===== config.mk =====
export PLATFORM = sky130hd
export DESIGN_NAME = mod_envelope_gen
export DESIGN_NICKNAME = d
export VERILOG_FILES = /design/src/rtl/mod_envelope_gen_pkg.sv /design/src/rtl/mod_envelope_gen_sat_step.sv /design/src/rtl/mod_envelope_gen.sv
export SDC_FILE = /design/constraint.sdc
export NUM_CORES = 1
export LEC_CHECK = 0
export CORE_UTILIZATION = 35
export CTS_BUF_LIST = sky130_fd_sc_hd__clkbuf_8
export CTS_CLUSTER_DIAMETER = 150
export DETAILED_ROUTE_END_ITERATION = 8
export HOLD_SLACK_MARGIN = 0.1
export PLACE_DENSITY = 0.59
export SYNTH_ARGS = -nofsm -noshare
export SYNTH_HDL_FRONTEND = slang
export SYNTH_HIERARCHICAL = 1
export SYNTH_SLANG_ARGS = --single-unit

===== constraint.sdc =====
create_clock -name i_clk -period 16.3 [get_ports i_clk]
set_input_delay 3.26 -clock i_clk [delete_from_list [all_inputs] [get_ports i_clk]]
set_output_delay 3.26 -clock i_clk [all_outputs]
set_load 0.02 [all_outputs]

===== src/rtl/mod_envelope_gen_pkg.sv =====
// Package for the ADSR envelope generator.
// Provides the FSM state enumeration shared by the generator, its debug port
// and any voice allocator, plus a helper that returns unity gain for a given
// number of fractional bits.
package pkg_envelope;

    typedef enum logic [2:0] {
        ENV_IDLE    = 3'd0,
        ENV_ATTACK  = 3'd1,
        ENV_DECAY   = 3'd2,
        ENV_SUSTAIN = 3'd3,
        ENV_RELEASE = 3'd4
    } env_state_t;

    // Unity gain (1.0) in a fixed-point format with 'point' fractional bits.
    function automatic logic [63:0] env_one(input int unsigned point);
        return 64'd1 << point;
    endfunction

endpackage


===== src/rtl/mod_envelope_gen_sat_step.sv =====
// Combinational saturating step of a level toward a bound.
// Ports:
//   level   in   WIDTH  current level
//   step    in   WIDTH  step size (0 means jump straight to the bound)
//   bound   in   WIDTH  target level the step must not cross
//   dir     in   1      1 = step upward, 0 = step downward
//   next    out  WIDTH  stepped level, clamped to bound
//   reached out  1      bound hit or crossed this step (or step is 0)
module mod_sat_step
    import pkg_envelope::*;
#(
    parameter int WIDTH = 32
) (
    input  logic [WIDTH-1:0] level,
    input  logic [WIDTH-1:0] step,
    input  logic [WIDTH-1:0] bound,
    input  logic             dir,
    output logic [WIDTH-1:0] next,
    output logic             reached
);

    // One extra bit so the sum cannot wrap and the difference exposes a borrow.
    logic [WIDTH:0] sum;
    logic [WIDTH:0] diff;

    always_comb begin
        sum  = {1'b0, level} + {1'b0, step};
        diff = {1'b0, level} - {1'b0, step};
        if (dir) begin
            reached = (step == '0) || (sum >= {1'b0, bound});
        end else begin
            // A borrow means the result went below zero, hence below any bound.
            reached = (step == '0) || diff[WIDTH] || (diff[WIDTH-1:0] <= bound);
        end
        if (reached) begin
            next = bound;
        end else if (dir) begin
            next = sum[WIDTH-1:0];
        end else begin
            next = diff[WIDTH-1:0];
        end
    end

endmodule


===== src/rtl/mod_envelope_gen.sv =====
// ADSR envelope generator: produces a fixed-point gain in [0, 1.0] that is
// updated once per sample tick and feeds one multiplicand of the downstream
// fixed-point multiplier.
// Ports:
//   i_clk      in   1      clock
//   i_rst_n    in   1      asynchronous active-low reset
//   i_tick     in   1      sample strobe, one envelope step per high cycle
//   i_gate     in   1      note on/off, only looked at on tick cycles
//   i_attack   in   WIDTH  level increment per tick in ATTACK (0 = instant)
//   i_decay    in   WIDTH  level decrement per tick in DECAY (0 = instant)
//   i_sustain  in   WIDTH  sustain level, clamped to 1.0
//   i_release  in   WIDTH  level decrement per tick in RELEASE (0 = instant)
//   o_level    out  WIDTH  envelope gain, POINT fractional bits
//   o_valid    out  1      pulses the cycle after each tick
//   o_state    out  3      current env_state_t
//   o_active   out  1      high whenever the state is not IDLE
module mod_envelope_gen
    import pkg_envelope::*;
#(
    parameter int WIDTH = 32,
    parameter int POINT = 8
) (
    input  logic             i_clk,
    input  logic             i_rst_n,
    input  logic             i_tick,
    input  logic             i_gate,
    input  logic [WIDTH-1:0] i_attack,
    input  logic [WIDTH-1:0] i_decay,
    input  logic [WIDTH-1:0] i_sustain,
    input  logic [WIDTH-1:0] i_release,
    output logic [WIDTH-1:0] o_level,
    output logic             o_valid,
    output logic [2:0]       o_state,
    output logic             o_active
);

    localparam logic [WIDTH-1:0] ONE = WIDTH'(env_one(POINT));

    env_state_t       state_p1;
    env_state_t       act_state;
    env_state_t       state_p0;
    logic [WIDTH-1:0] level_p1;
    logic [WIDTH-1:0] level_p0;
    logic [WIDTH-1:0] sus;
    logic [WIDTH-1:0] step_sel;
    logic [WIDTH-1:0] bound_sel;
    logic [WIDTH-1:0] step_next;
    logic             dir_sel;
    logic             step_reached;
    logic             gate_q;
    logic             rise;
    logic             fall;
    logic             vld_p1;
    logic             active_p1;

    function automatic logic [WIDTH-1:0] clamp_one(input logic [WIDTH-1:0] x);
        return (x > ONE) ? ONE : x;
    endfunction

    mod_sat_step #(
        .WIDTH(WIDTH)
    ) u_step (
        .level  (level_p1),
        .step   (step_sel),
        .bound  (bound_sel),
        .dir    (dir_sel),
        .next   (step_next),
        .reached(step_reached)
    );

    // Stage p0: gate edges pick the state whose step rule applies this tick,
    // so a retrigger or note-off takes effect on the same update.
    always_comb begin
        sus  = clamp_one(i_sustain);
        rise = i_gate & ~gate_q;
        fall = ~i_gate & gate_q;

        act_state = state_p1;
        if (rise) begin
            act_state = ENV_ATTACK;
        end else if (fall && (state_p1 == ENV_ATTACK || state_p1 == ENV_DECAY ||
                              state_p1 == ENV_SUSTAIN)) begin
            act_state = ENV_RELEASE;
        end

        step_sel  = i_release;
        bound_sel = '0;
        dir_sel   = 1'b0;
        case (act_state)
            ENV_ATTACK: begin
                step_sel  = i_attack;
                bound_sel = ONE;
                dir_sel   = 1'b1;
            end
            ENV_DECAY: begin
                step_sel  = i_decay;
                bound_sel = sus;
            end
            default: ;
        endcase

        state_p0 = act_state;
        level_p0 = level_p1;
        case (act_state)
            ENV_IDLE: level_p0 = '0;
            ENV_ATTACK: begin
                level_p0 = step_next;
                if (step_reached) state_p0 = ENV_DECAY;
            end
            ENV_DECAY: begin
                level_p0 = step_next;
                if (step_reached) state_p0 = ENV_SUSTAIN;
            end
            ENV_SUSTAIN: level_p0 = sus;
            ENV_RELEASE: begin
                level_p0 = step_next;
                if (step_reached) state_p0 = ENV_IDLE;
            end
            default: begin
                level_p0 = '0;
                state_p0 = ENV_IDLE;
            end
        endcase
    end

    // Stage p1: registered outputs, updated only on ticks.
    always_ff @(posedge i_clk or negedge i_rst_n) begin
        if (!i_rst_n) begin
            state_p1  <= ENV_IDLE;
            level_p1  <= '0;
            gate_q    <= 1'b0;
            vld_p1    <= 1'b0;
            active_p1 <= 1'b0;
        end else begin
            vld_p1 <= i_tick;
            if (i_tick) begin
                gate_q    <= i_gate;
                state_p1  <= state_p0;
                level_p1  <= level_p0;
                active_p1 <= (state_p0 != ENV_IDLE);
            end
        end
    end

    assign o_level  = level_p1;
    assign o_valid  = vld_p1;
    assign o_state  = state_p1;
    assign o_active = active_p1;

endmodule


=== After elaboration in Yosys (flattened, before gate mapping) ===
Index checks and enable logic that the tools add are counted.

* Flip-flop bits (word level): 38

* Add/subtract/negate cells: 2
* $lt $le $gt $ge: 3
* Equal/unequal tests: 7
* Mux-type cells: 14
* Bitwise gates (word level): 4
* Reduce and logical (&&, ||, !) cells: 11

{| class="wikitable"
|+ Operators with widths
! operator !! count
|-
| 32-bit case mux with 2 select lines || 3
|-
| 32-bit two-way mux || 3
|-
| 32-bit by 32-bit adder with 33-bit output || 1
|-
| 33-bit by 32-bit greater-or-equal comparator with 1-bit output || 1
|-
| 32-bit by 32-bit subtractor with 33-bit output || 1
|-
| 32-bit by 9-bit > comparator with 1-bit output, second input constant || 1
|-
| 32-bit <= comparator || 1
|-
| 32-bit logical NOT || 1
|-
| 3-bit two-way mux || 5
|-
| 3-bit by 2-bit equality test with 1-bit output, second input constant || 4
|-
| 3-bit case mux with 4 select lines || 1
|-
| 3-bit by 1-bit equality test with 1-bit output, second input constant || 2
|-
| 1-bit logical OR || 5
|-
| 3-bit equality test, second input constant || 1
|-
| 3-bit logical NOT || 1
|-
| 3-bit nonzero test || 1
|-
| 3-bit OR reduction || 1
|-
| 1-bit AND || 2
|-
| 1-bit two-way mux || 2
|-
| 1-bit NOT || 2
|-
| 2-bit OR reduction || 1
|-
| 1-bit logical AND || 1
|}

=== Longest topological paths before layout ===
Gate-level depths: netlist of the first run.

* Depth after elaboration: 15
* Mapped depth: 34
* Mapped depth without buffers: 29

=== Hierarchy ===
The synthesis of the first run kept the hierarchy.

{| class="wikitable"
|+ By module, submodules not included
! module !! instances !! cells an instance !! area an instance (sq um)
|-
| mod_sat_step || 1 || 850 || 6084.6
|-
| mod_envelope_gen || 1 || 247 || 2471.1
|}

=== Least setup slack after synthesis of the first run ===
Ideal clock, no wire load.

* Path type: input port to flip-flop
* Start point: input port i_gate
* End point: register level_p1[9], in the netlist o_level[9]
* Data arrival time: 9177 ps
* Required time: 16179 ps
* Slack: 7002 ps
* Cell stages on the path: 31
* Path buffers: 5
* Cells stage by stage: nor2b_4 buf_6 o41ai_2 clkbuf_1 a22o_1 a21o_1 inv_1 ha_1 buf_2 or3_1 or4_1 or2_1 o32a_1 o2111ai_1 a31oi_1 o21ai_0 a21oi_1 xor2_1 ha_1 nand4_1 nor4_1 a21o_1 nor3_1 nor2b_1 a41oi_1 a31oi_4 a21o_1 buf_4 buf_6 mux2_4 a22o_1

* Elaborated cells between the ends (all ways): 26
* Those cells by class: add/sub: 2; order compare: 2; eq/ne: 4; mux: 9; bitwise: 3; reduce/logical: 6

{| class="wikitable"
|+ RTL lines
! element !! line !! text
|-
| start, declared || mod_envelope_gen.sv:26 || <nowiki>input logic i_gate,</nowiki>
|-
| 1-bit NOT || mod_envelope_gen.sv:76 || <nowiki>fall = ~i_gate & gate_q;</nowiki>
|-
| 1-bit AND || mod_envelope_gen.sv:76 ||
|-
| 1-bit logical AND || mod_envelope_gen.sv:81 || <nowiki>end else if (fall && (state_p1 == ENV_ATTACK || state_p1 == ENV_DECAY ||</nowiki>
|-
| 3-bit two-way mux || mod_envelope_gen.sv:81 ||
|-
| 3-bit two-way mux * || mod_envelope_gen.sv:79 || <nowiki>if (rise) begin</nowiki>
|-
| 3-bit by 1-bit equality test with 1-bit output * || mod_envelope_gen.sv:89 || <nowiki>case (act_state)</nowiki>
|-
| 1-bit two-way mux * || mod_envelope_gen.sv:89 ||
|-
| net dir_sel || mod_envelope_gen.sv:48 || <nowiki>logic dir_sel;</nowiki>
|-
| 32-bit two-way mux / 1-bit two-way mux (equally long branches) || mod_envelope_gen_sat_step.sv:37, mod_envelope_gen_sat_step.sv:29 ||
|-
| 32-bit two-way mux * || mod_envelope_gen_sat_step.sv:35 || <nowiki>if (reached) begin</nowiki>
|-
| net step_next[9] || mod_envelope_gen.sv:47 || <nowiki>logic [WIDTH-1:0] step_next;</nowiki>
|-
| 32-bit case mux with 2 select lines * || mod_envelope_gen.sv:104 || <nowiki>case (act_state)</nowiki>
|-
| end signal, assigned || mod_envelope_gen.sv:139 || <nowiki>level_p1 <= level_p0;</nowiki>
|-
| end, declared || mod_envelope_gen.sv:42 || <nowiki>logic [WIDTH-1:0] level_p1;</nowiki>
|}

Mark *: on every way through the listed nets, which the timed path passes. The rest lies on a longest branch.
A chain may end at the register's enable or synchronous reset.

=== Worst setup path in the final report of the first run ===
* Start point: input port i_gate
* End point: register active_p1, in the netlist o_active

* Word-level cells in the longest chain between the ends: 14
* Elaborated cells between the ends (all ways): 29
* Those cells by class: add/sub: 2; order compare: 2; eq/ne: 4; mux: 10; bitwise: 3; reduce/logical: 8

{| class="wikitable"
|+ Ends and longest elaborated chain
! element !! line !! text
|-
| 1-bit NOT || mod_envelope_gen.sv:76 ||
|-
| 1-bit AND || mod_envelope_gen.sv:76 ||
|-
| 1-bit logical AND || mod_envelope_gen.sv:81 ||
|-
| 3-bit two-way mux || mod_envelope_gen.sv:81 ||
|-
| 3-bit two-way mux * || mod_envelope_gen.sv:79 ||
|-
| 3-bit by 2-bit equality test with 1-bit output / 3-bit by 1-bit equality test with 1-bit output (equally long branches) || mod_envelope_gen.sv:89 ||
|-
| 32-bit case mux with 2 select lines * || mod_envelope_gen.sv:89 ||
|-
| net step_sel[12] || mod_envelope_gen.sv:45 || <nowiki>logic [WIDTH-1:0] step_sel;</nowiki>
|-
| 32-bit by 32-bit adder with 33-bit output (tied with other cells) || mod_envelope_gen_sat_step.sv:27 || <nowiki>sum = {1'b0, level} + {1'b0, step};</nowiki>
|-
| 33-bit by 32-bit greater-or-equal comparator with 1-bit output (tied with other cells) || mod_envelope_gen_sat_step.sv:30 || <nowiki>reached = (step == '0) || (sum >= {1'b0, bound});</nowiki>
|-
| 1-bit logical OR, on equally long branches || mod_envelope_gen_sat_step.sv:30, mod_envelope_gen_sat_step.sv:33 ||
|-
| 1-bit two-way mux * || mod_envelope_gen_sat_step.sv:29 || <nowiki>if (dir) begin</nowiki>
|-
| net step_reached || mod_envelope_gen.sv:49 || <nowiki>logic step_reached;</nowiki>
|-
| 3-bit two-way mux, on equally long branches || mod_envelope_gen.sv:117, mod_envelope_gen.sv:108, mod_envelope_gen.sv:112 ||
|-
| 3-bit case mux with 4 select lines * || mod_envelope_gen.sv:104 ||
|-
| 3-bit nonzero test * || mod_envelope_gen.sv:140 || <nowiki>active_p1 <= (state_p0 != ENV_IDLE);</nowiki>
|-
| end signal, assigned || mod_envelope_gen.sv:140 ||
|-
| end, declared || mod_envelope_gen.sv:54 || <nowiki>logic active_p1;</nowiki>
|}

Marks and branches as above.

==> results of run 1 <==
[cell usage after synthesis, drive strengths merged, types with 10 or more instances]
master  count  area [um^2]
ha        128         1602
inv       123        461.7
nor2       78        292.8
a21oi      66        330.3
a21o       57        427.9
a22o       56        490.5
xnor2      50        437.9
mux2i      45        450.4
o21ai      40        204.0
dfrtp      38        950.9
nand2      37        138.9
clkbuf     35        132.6
nor4       26        162.7
nand4      25        156.4
buf        23        148.9
o211ai     22        165.2
a211oi     21        157.7
nor3       20        100.1
nor2b      17        113.9
o21bai     13        101.4
and2       12        75.07
nand3      12        60.06
nand2b     11        68.82
o221ai     11        146.4
a31oi      10        77.57
or3        10        68.82
[stage by stage]
stage / std cells / worst slack (ns) / instance area (um^2) / hold slack, ns / utilization
2_1_floorplan: 1123 / 7.002 / 8653 / 0.5949 / -
3_3_place_gp: 1558 / 4.430 / 10520 / 0.5595 / 0.4427
3_5_place_dp: 1558 / 4.223 / 10520 / 0.5653 / 0.4427
4_1_cts: 1566 / 4.548 / 10660 / 0.5864 / 0.4487
5_1_grt: 1566 / 3.840 / 10660 / 0.6108 / 0.4487
6_report: 1566 / 4.420 / 10660 / 0.5699 / 0.4487
[area by class of cell]
cell class	count	area (um^2)	share of cell area
well taps	319	399.1	0.03745
clock buffers	6	82.58	0.007748
inverters	124	465.4	0.04367
clock inverters	2	60.06	0.005635
multi-input cells	903	6978	0.6547
flip-flops and latches	38	950.9	0.08922
repair buffers	174	1722	0.1615
[routing by layer]
layer | wire, um | share of wire
met1 | 14490 | 0.46
met5 | 0 | 0
met4 | 894 | 0.029
met2 | 13470 | 0.43
met3 | 2433 | 0.078
[path summary, 6_finish.rpt]
| kind | from | endpoint | slack, ns |
|---|---|---|---|
| min in group asynchronous | i_rst_n | o_level[21]$_DFFE_PN0P_ | 3.11 |
| max | i_gate | o_active$_DFFE_PN0P_ | 4.42 |
| min reg2reg | o_active$_DFFE_PN0P_ | o_active$_DFFE_PN0P_ | 0.57 |
| max in group asynchronous | i_rst_n | o_level[4]$_DFFE_PN0P_ | 12.51 |
| min | o_active$_DFFE_PN0P_ | o_active$_DFFE_PN0P_ | 0.57 |
| max reg2reg | gate_q$_DFFE_PN0P_ | o_active$_DFFE_PN0P_ | 7.54 |
[worst reg2reg max path: cells and delay by family (launching register included)]
kind / cells / cell delay, ns
AO/OA/AOI/OAI: 12 / 3.42
AND/OR/NAND/NOR: 10 / 2.61
XOR/XNOR: 1 / 0.16
flip-flops: 1 / 0.48
buffers and inverters: 5 / 1.21
adder cells (fa/ha/maj): 2 / 0.81
[report_power, final]
part           switching, mW  internal [mW]
registers             0.0609          0.133
logic                   1.46           1.01
clock network         0.0469         0.0655
[flip-flops by register name (all words and copies together) (netlist names)]
register / flops
gate_q: 1
o_active: 1
o_level: 32
o_state: 3
o_valid: 1
[logic make-up after synthesis]
logic type               after synthesis  share of synthesized area
other                                  1                  0.0004383
multiplexers                          48                    0.05703
flip-flops                            38                     0.1111
XOR/XNOR                              59                    0.06040
AND/OR/NAND/NOR                      273                     0.1666
adder cells (fa/ha/maj)              130                     0.1919
buffers and inverters                182                    0.08730
AO/OA/AOI/OAI                        366                     0.3252
==> qor.csv, run 1 <==
metric,value,unit
cp.arrival,12.14,ns
hpwl,24930,um
crit_cells,31,
num-nets-final,1508,
hold_depth,2,
min_period,11.88,ns
yosys_warnings,6,
fmax,84.18,MHz
synth_cell_types,83,
worstMarginPinSlew,1.276,ns
cts_resized,0,
drt_drc_violations_left,0,
place.port_buffers,168,
synth_area,8556,um^2
drv_cap,0,
p_leak,4.694,nW
setup_viol,0,
synth-main-ff-cell,dfrtp_1,
ios,169,
cts_tree,yes,
power.total,2.784,mW
synth.avg_cell_area,7.799,um^2
areaGrowthSynthToFinish,24.57,%
cts.path.max_buffers,2,
postCtsSetupBuffers,0,
grt_pass1_wl,49270,um
synth_seq_area_share,0.1111,
drt_iter0_drc,736,
cts-htree-levels,2,
peakVddDrop,0.09080,mV
core_area,23750,um^2
cp-end-kind,flip-flop,
ys_seq_elements,38,
crit_fanout,22,
path_class,in2reg,
tns,0,ns
grt_busiest_layer,met2,
synth_cells,1097,
totalWireLength,31290,um
diodes,0,
async_flop_share,1.000,
critPathRequiredTime,16.56,ns
max-slew-margin-rel,0.1496,
worst-r2r-cell-count,30,
crit_path_frequent_cell,a211oi_1,
start_util,0.3602,
rsz0062_at_grt,no,
num_vias,8998,
hold_violations,0,
gr-usage-met1,0.3506,
num_rows,56,
cts-root-buf,clkbuf_8,
grt_pass1_vias,8922,
cpMaxStageDelayCell,a21o_1,
vias_per_cell,5.746,
met2_usage,0.4066,
final_common_cell,clkdlybuf4s50_1,
p_per_area,261.2,nW/um^2
fp.dieH,158.4,um
period_share,0.7288,
overflow,0,
status,finished clean,
cp_slowest_stage_delay,0.63,ns
wl_per_cell,19.98,um
grt_max_degree,42,
numCtsBuffers,5,
min_path_type,reg2reg,
die-width,158.4,um
crit_family,compound AO/OA/AOI/OAI gates,
grtUsageMet3,0.04246,
gp_congestion,0.9742,
ant_nets,0,
fin_skew,0.009229,ns
ctsHoldBuffers,0,
clock-sinks,38,
grt_use_total,0.2559,
critPathBufInv,6,
insertion_delay,0.33,ns
n_fill_cell,2397,
synth_edf_count,0,
die-area,25070,um^2
startpoint_type,input pin,
cts.clk_slew.worst_paths,0.09,ns
final_cell_mix,"clkdlybuf4s50_1, ha_1, inv_1, nor2_1, a21oi_1",
first_pass_iters,5,
drive_gt1_frac,0.04571,
slew_violations,0,
antenna_found_initial,0,
Note: power is estimated with default switching activity, not from simulation.
==> inputs of run 2 (changes only) <==
- PLACE_DENSITY: 0.59 -> 0.61
- clock period: 16.3 -> 10.62 ns (I/O delays scaled with it)
==> qor.csv, run 2 (same netlist as run 1, synthesis figures left out) <==
metric,value,unit,change
cts-root-buf,clkbuf_8,,
num_vias,8976,,-0.24%
final_cell_mix,"clkdlybuf4s50_1, ha_1, inv_1, nor2_1, a21oi_1",,
hold_path_end,o_active$_DFFE_PN0P_,,
worstMarginPinSlew,1.140,ns,-0.1354 ns
ant_nets,0,,unchanged
grt_busiest_layer,met2,,
final_common_cell,clkdlybuf4s50_1,,
min_path_type,reg2reg,,
numCtsBuffers,5,,unchanged
cts-htree-levels,2,,unchanged
first_pass_iters,6,,+1
timing.final.ws_setup,0.5973,ns,-3.823 ns
crit_fanout,18,,-18%
postCtsSetupBuffers,0,,unchanged
place.port_buffers,168,,unchanged
num-nets-final,1510,,+0.13%
cts_resized,0,,unchanged
n_fill_cell,2383,,-0.58%
reg2reg_from,gate_q$_DFFE_PN0P_,,
cts.path.max_buffers,2,,unchanged
hold_violations,0,,unchanged
clock-sinks,38,,unchanged
period_share,0.9438,,
hold_depth,2,,unchanged
rrSetupSlack,2.55,ns,-4.99 ns
areaGrowthSynthToFinish,24.11,%,
critPathRequiredTime,10.87,ns,-5.69 ns
totalWireLength,30880,um,-1.3%
grt_pass1_vias,8633,,-3.2%
path_class,in2reg,,
setup_viol,0,,unchanged
rsz0062_at_grt,no,,
gr-usage-met1,0.3471,,-0.003465
die-width,158.4,um,unchanged
insertion_delay,0.33,ns,about the same
ios,169,,unchanged
hp-start,o_active$_DFFE_PN0P_,,
gp_congestion,0.9546,,-2.0%
startpoint_type,input pin,,
wl_per_cell,19.70,um,-1.4%
fin_skew,0.01498,ns,+0.005747 ns
cts.clk_slew.worst_paths,0.08,ns,about the same
drv_cap,0,,unchanged
tns,0,ns,unchanged
hold-worst-slack,0.5592,ns,-0.01069 ns
grt_pass1_wl,47810,um,-3.0%
slew_violations,0,,unchanged
ctsHoldBuffers,0,,unchanged
die-area,25070,um^2,unchanged
grt_max_degree,76,,+81%
cp_slowest_stage_delay,0.66,ns,+0.03 ns
max-slew-margin-rel,0.2390,,+0.08943
met2_usage,0.3885,,-0.01817
pre_cts_slack,0.3532,ns,-3.870 ns
grtUsageMet3,0.04192,,-0.0005444
overflow,0,,unchanged
largest_reg_flops,32,,unchanged
num_rows,56,,unchanged
diodes,0,,unchanged
start_util,0.3602,,unchanged
cp-end-kind,flip-flop,,
cpMaxStageDelayCell,nor2_2,,
hpwl,24710,um,-0.92%
seqCellArea,950.9,um^2,unchanged
core_area,23750,um^2,unchanged
status,finished clean,,
antenna_found_initial,0,,unchanged
min_period,10.02,ns,
drive_gt1_frac,0.04487,,-0.0008379
drt_iter0_drc,779,,+5.8%
fmax,99.77,MHz,
multi_input_area,6978,um^2,unchanged
grt_use_total,0.2490,,-0.006904
fp.dieH,158.4,um,unchanged
r2r-end,o_active$_DFFE_PN0P_,,
worst-r2r-cell-count,30,,unchanged
cp.arrival,10.27,ns,-1.87 ns
vias_per_cell,5.728,,-0.31%
cts_tree,yes,,
drt_drc_violations_left,0,,unchanged
==> run 2: how the worst max path moves through the flow <==
stage,from,to,slack [ns],depth (start not counted)
4_1_cts,i_gate,o_active$_DFFE_PN0P_,0.67,31
5_1_grt,i_gate,o_active$_DFFE_PN0P_,0.002,31
2_1_floorplan,i_gate,o_level[9]$_DFFE_PN0P_,2.46,31
3_5_place_dp,i_gate,o_active$_DFFE_PN0P_,0.35,31
3_3_place_gp,i_gate,o_active$_DFFE_PN0P_,0.52,31
6_report,i_gate,o_active$_DFFE_PN0P_,0.60,31
==> run 2: worst max-delay path: cells and delay by family <==
family	cells	cell delay (ns)
AO/OA/AOI/OAI	13	2.74
AND/OR/NAND/NOR	9	2.89
buffers and inverters	6	1.70
adder cells (fa/ha/maj)	2	0.66
XOR/XNOR	1	0.14
==> run 2: cell type report <==
class / count / share of cell area
clock inverter: 2 / 0.0007070
inverter: 124 / 0.04383
clock buffer: 5 / 0.006481
tap: 319 / 0.03759
multi-input combinational: 903 / 0.6571
timing repair buffer: 176 / 0.1647
sequential: 38 / 0.08955
==> run 2: metal layers <==
metal	up-vias	wire (um)
met5	-	0
met2	384	13190
li1	4341	-
met4	0	883
met3	45	2398
met1	4206	14410
==> run 2: stage by stage <==
step | area, um^2 | instances | utilization
CTS | 10620 | 1567 | 0.4471
floorplan | 8653 | 1123 | -
global placement | 10540 | 1560 | 0.4438
global route | 10620 | 1567 | 0.4471
detailed placement | 10540 | 1560 | 0.4438
finish | 10620 | 1567 | 0.4471
Power of run 2 is left out: the tool's default activity adds up to more than one toggle a clock period on the data nets, which glitch-free logic cannot reach.
